**src/rtl/passcode_keypad.sv**
```systemverilog
// passcode_keypad: debounced digit-entry front end for the passcode checker.
// Define KEYPAD_TIMEOUT_EN to abort attempts that stall longer than TIMEOUT_CYCLES.
module passcode_keypad #(
    parameter int DEBOUNCE_CYCLES = 16,
    parameter int CODE_LEN        = 3,
    parameter int TIMEOUT_CYCLES  = 1000
) (
    input  logic       clk,
    input  logic       clr,
    input  logic       btn,
    input  logic [3:0] sw,
    input  logic       rearm,
    output logic [3:0] din,
    output logic       digit_valid,
    output logic [2:0] digit_count,
    output logic       code_done,
    output logic       entry_abort,
    output logic [1:0] entry_state
);
    typedef enum logic [1:0] {IDLE = 2'b00, COLLECT = 2'b01, DONE = 2'b10} state_t;

    state_t      state, state_n;
    logic        s1, s2, deb, deb_q, press;
    logic [15:0] cnt;
    logic [3:0]  din_n;
    logic [2:0]  count_n;
    logic        valid_n, done_n;

    always_ff @(posedge clk or posedge clr) begin
        if (clr) begin
            s1    <= 1'b0;
            s2    <= 1'b0;
            deb   <= 1'b0;
            deb_q <= 1'b0;
            cnt   <= '0;
        end else begin
            s1    <= btn;
            s2    <= s1;
            deb_q <= deb;
            if (s2 == deb) begin
                cnt <= '0;
            end else if (cnt == 16'(DEBOUNCE_CYCLES - 1)) begin
                deb <= ~deb;
                cnt <= '0;
            end else begin
                cnt <= cnt + 16'd1;
            end
        end
    end

    // Only the rising edge of the debounced level is a key event.
    assign press       = deb & ~deb_q;
    assign entry_state = state;

`ifdef KEYPAD_TIMEOUT_EN
    localparam int TW = $clog2(TIMEOUT_CYCLES + 1);
    logic [TW-1:0] timer, timer_n;
    logic          abort_n;
`endif

    always_comb begin
        state_n = state;
        din_n   = din;
        valid_n = 1'b0;
        count_n = digit_count;
        done_n  = 1'b0;
`ifdef KEYPAD_TIMEOUT_EN
        abort_n = 1'b0;
        timer_n = (state == COLLECT) ? timer + TW'(1) : '0;
`endif
        if (state == DONE) begin
            count_n = rearm ? 3'd0 : digit_count;
            state_n = rearm ? IDLE : DONE;
        end else if (press) begin
            din_n   = sw;
            valid_n = 1'b1;
            count_n = digit_count + 3'd1;
            done_n  = (count_n == 3'(CODE_LEN));
            state_n = done_n ? DONE : COLLECT;
`ifdef KEYPAD_TIMEOUT_EN
            timer_n = '0;
`endif
        end
`ifdef KEYPAD_TIMEOUT_EN
        // A press on the expiry cycle is handled above and therefore wins.
        else if (state == COLLECT && timer == TW'(TIMEOUT_CYCLES - 1)) begin
            abort_n = 1'b1;
            count_n = 3'd0;
            state_n = IDLE;
            timer_n = '0;
        end
`endif
    end

    always_ff @(posedge clk or posedge clr) begin
        if (clr) begin
            state       <= IDLE;
            din         <= '0;
            digit_valid <= 1'b0;
            digit_count <= '0;
            code_done   <= 1'b0;
        end else begin
            state       <= state_n;
            din         <= din_n;
            digit_valid <= valid_n;
            digit_count <= count_n;
            code_done   <= done_n;
        end
    end

`ifdef KEYPAD_TIMEOUT_EN
    always_ff @(posedge clk or posedge clr) begin
        if (clr) begin
            timer       <= '0;
            entry_abort <= 1'b0;
        end else begin
            timer       <= timer_n;
            entry_abort <= abort_n;
        end
    end
`else
    assign entry_abort = 1'b0;
`endif
endmodule

```
**config.mk**
```make
export PLATFORM = sky130hd
export DESIGN_NAME = passcode_keypad
export DESIGN_NICKNAME = d
export VERILOG_FILES = /design/src/rtl/passcode_keypad.sv
export SDC_FILE = /design/constraint.sdc
export NUM_CORES = 1
export LEC_CHECK = 0
export CAP_MARGIN = 20
export CORE_MARGIN = 3
export CORE_UTILIZATION = 40
export DETAILED_ROUTE_END_ITERATION = 7
export GPL_TIMING_DRIVEN = 1
export SYNTH_ARGS = -nofsm -noshare
export SYNTH_HDL_FRONTEND = slang
export SYNTH_SLANG_ARGS = --single-unit
```
**constraint.sdc**
```tcl
create_clock -name clk -period 1.62 [get_ports clk]
set_input_delay 0.243 -clock clk [delete_from_list [all_inputs] [get_ports clk]]
set_output_delay 0.243 -clock clk [all_outputs]
set_load 0.05 [all_outputs]
```
==> out/results.tsv <==
stage	metric	value	unit
grt	largest net degree at the start of global routing	32	
placement	Area after DPL	0.00170	mm2
grt	initial antenna violation count	0	
route	initial DRC count	52	
clocking	clock buffer depth	2	
route	final WL	2.77	mm
yosys	Adder-Cell Fraction of Synth Area	2.57	%
clocking	CTS sink count	31	
final_layout	Design Area, Final	0.00182	mm2
route	DRC	0	
placement	I/O Buffers	18	
final_layout	most common cell after layout, fill and taps aside	dfrtp_1	
route	Final ANT Viol Nets	0	
power	peak supply drop	0.419	mV
timing	period utilization	96.3	%
yosys	XOR/XNOR Fraction of Synth Area	9.60	%
timing	endpoints failing setup	0	
final_layout	most frequent cells in the layout	31 x dfrtp_1, 21 x buf_4, 20 x nand2_1, 20 x nor2_1, 11 x xnor2_1	
grt	busiest grt layer	met2	
yosys	Mapped Cells	139	
floorplan	Core ar.	0.00342	mm2
timing	Final Max Tran Viols	0	
grt	grt total ovfl	0	
floorplan	Initial Utilization	42.7	%
clocking	CTS tree	done	
timing	final setup TNS	0	ns
floorplan	I/O pins	20	
yosys	synthesized area	0.00146	mm2
yosys	largest family of logic cells by synthesized area	simple AND/OR/NAND/NOR gates	
placement	RePlAce Congestion	0.768	
final_layout	ant diodes	0	
timing	fin crit period	1.56	ns
final_layout	Multi-input gate area	654	um2
timing	Max Fclk	641	MHz
yosys	mux share of post-synthesis cell area	1.46	%
worst_setup_path	Startpoint Class	register	
final_layout	Fill cells	316	
worst_setup_path	Worst Path Required	1.84	ns
floorplan	Die Span Y	66.4	um
grt	met1 Usage GRT	17.7	%
grt	vias in the first global route	1124	
route	Via Count	1099	
clocking	Root Driver	clkbuf_4	
power	Final Power	1.53	mW
floorplan	Die Wd	66.4	um
final_layout	Area growth, synth to finish	24.7	%
worst_setup_path	crit-path max FO	4	
floorplan	die area	0.00441	mm2
route	Avg WL per Cell	12.6	um
worst_setup_path	Worst Path Arrival	1.78	ns
worst_setup_path	Worst Setup End Kind	register	
timing	Final WS setup	0.0600	ns
timing	Final Skew	0.00928	ns
yosys	Mapped Nets	150	
grt	grt met3 use	4.25	%
placement	hpwl dp	1.99	mm
power	pwr dens	842	mW/mm2
yosys	Yosys Warn Count	0	
final_layout	share of post-route cells with drive strength above 1	23.7	%
yosys	#FFs+latches synth	31	
yosys	Cell variety after synth	31	
worst_setup_path	critical path class	register to register	
placement	pre-CTS setup slack	0.0236	ns
grt	first-pass GRT wire length	4.99	mm
floorplan	row cnt	21	
power	Pleak	0.854	nW
timing	Final Hold Fails	0	
clocking	clk slew on worst S/H paths	0.10	ns
worst_hold_path	worst min path class	input pin to asynchronous set/reset pin	
final_layout	register area	776	um2
yosys	Synth Area in Compound Gates	2.83	%
clocking	Worst-Skew Late Latency	0.33	ns
grt	met2 usage	25.2	%
route	Vias/cell	5.02	
clocking	Hold-fix buffers, CTS	0	
final_layout	nets	183	
route	First-pass DRT Iterations	4	
clocking	CTS H-tree depth	2	
yosys	Syn Area/Cell	10.5	um2
final_layout	final core utilization	53.3	%
grt	Total GRT Usage	15.2	%
clocking	CTS buffer count	5	
outcome	status	finished, final reports clean	
yosys	simple-gate share of the synthesized area	26.8	%
yosys	register area share after synthesis	53.1	%
run	Max Cap Viol	0	
[routing by layer]
metal / up-vias / wire length (um)
met5: - / 0
met4: 0 / 64
met3: 11 / 126
met2: 26 / 1400
met1: 534 / 1170
li1: 528 / -
[synth_stat cells]
library cell / n / area share (%)
ha_1: 3 / 2.6
nor4_4: 1 / 1.5
conb_1: 1 / 0.26
nand4_2: 2 / 1.7
dfrtp_1: 31 / 53
and3_1: 2 / 0.86
mux2i_1: 1 / 0.69
xor2_1: 5 / 3.0
nand4_1: 3 / 1.3
nor2_2: 2 / 0.86
nand2_1: 20 / 5.1
and2b_1: 1 / 0.51
buf_4: 1 / 0.51
nor2_1: 20 / 5.1
nand2_2: 1 / 0.43
nand4_4: 1 / 1.5
xnor2_1: 11 / 6.6
nor4_2: 2 / 1.7
mux2_2: 1 / 0.77
and4_1: 1 / 0.60
nand2b_1: 2 / 0.86
nor3_1: 4 / 1.4
o21ai_0: 4 / 1.4
a32oi_1: 1 / 0.60
o21a_1: 1 / 0.51
buf_6: 2 / 1.5
nand3_1: 5 / 1.7
nor4_1: 3 / 1.3
nor2b_1: 1 / 0.43
inv_1: 5 / 1.3
a21oi_1: 1 / 0.34
[cells by family after synthesis]
| kind of cell | count (synthesis) |
|---|---|
| simple gates | 71 |
| fa+ha+maj | 3 |
| other cells | 1 |
| mux | 2 |
| flops | 31 |
| buf+inv | 8 |
| xor+xnor | 16 |
| compound gates | 7 |
[per-stage QoR]
stage	hold WS, ns	instances
2_1_floorplan	0.274	139
4_1_cts	0.290	216
5_1_grt	0.313	219
3_3_place_gp	0.332	208
6_report	0.275	219
3_5_place_dp	0.342	208
[repair_timing]
item / CTS / global route
cloned: 0 / 1
gates resized for setup: 1 / 2
setup endpoints to repair: 1 / 16
buffers inserted: 0 / 2
endpoints found under the hold margin: 0 / 0
pin swaps: 0 / 2
[critical path, stage by stage, from the launching register on]
cell and delay, ns:
dfrtp_1 0.43, ha_2 0.22, and3_1 0.23, nand4_1 0.09, buf_4 0.16, mux2_2 0.33
[worst paths after layout]
kind,startpoint,end,slack [ns],depth (start not counted)
max,cnt[1]$_DFF_PP0_,deb$_DFFE_PP0P_,0.06,5
min,clr,din[3]$_DFFE_PP0P_,0.27,3
max reg2reg,cnt[1]$_DFF_PP0_,deb$_DFFE_PP0P_,0.06,5
min reg2reg,s1$_DFF_PP0_,s2$_DFF_PP0_,0.36,0
max in group asynchronous,clr,cnt[10]$_DFF_PP0_,1.05,3
min in group clk,btn,s1$_DFF_PP0_,0.34,1
[final cells by class]
cell class	count	area share (%)
Clock buffer	6	2.82
Clock inverter	2	1.92
Inverter	5	1.03
Multi-Input combinational cell	101	35.9
Sequential cell	31	42.6
Tap cell	46	3.16
Timing Repair Buffer	28	12.5
[registers in the layout (all words and copies together), names as in the netlist]
| register | count |
|---|---|
| code_done | 1 |
| s2 | 1 |
| din | 4 |
| digit_count | 3 |
| s1 | 1 |
| deb | 1 |
| digit_valid | 1 |
| deb_q | 1 |
| entry_state | 2 |
| cnt | 16 |
[report_power, final]
| group | leakage [nW] | internal (mW) | switching [mW] |
|---|---|---|---|
| combinational | 0.416 | 0.0412 | 0.0641 |
| sequential | 0.390 | 0.787 | 0.0130 |
| clock | 0.0482 | 0.364 | 0.263 |
Power figures use the tool's default switching activity.
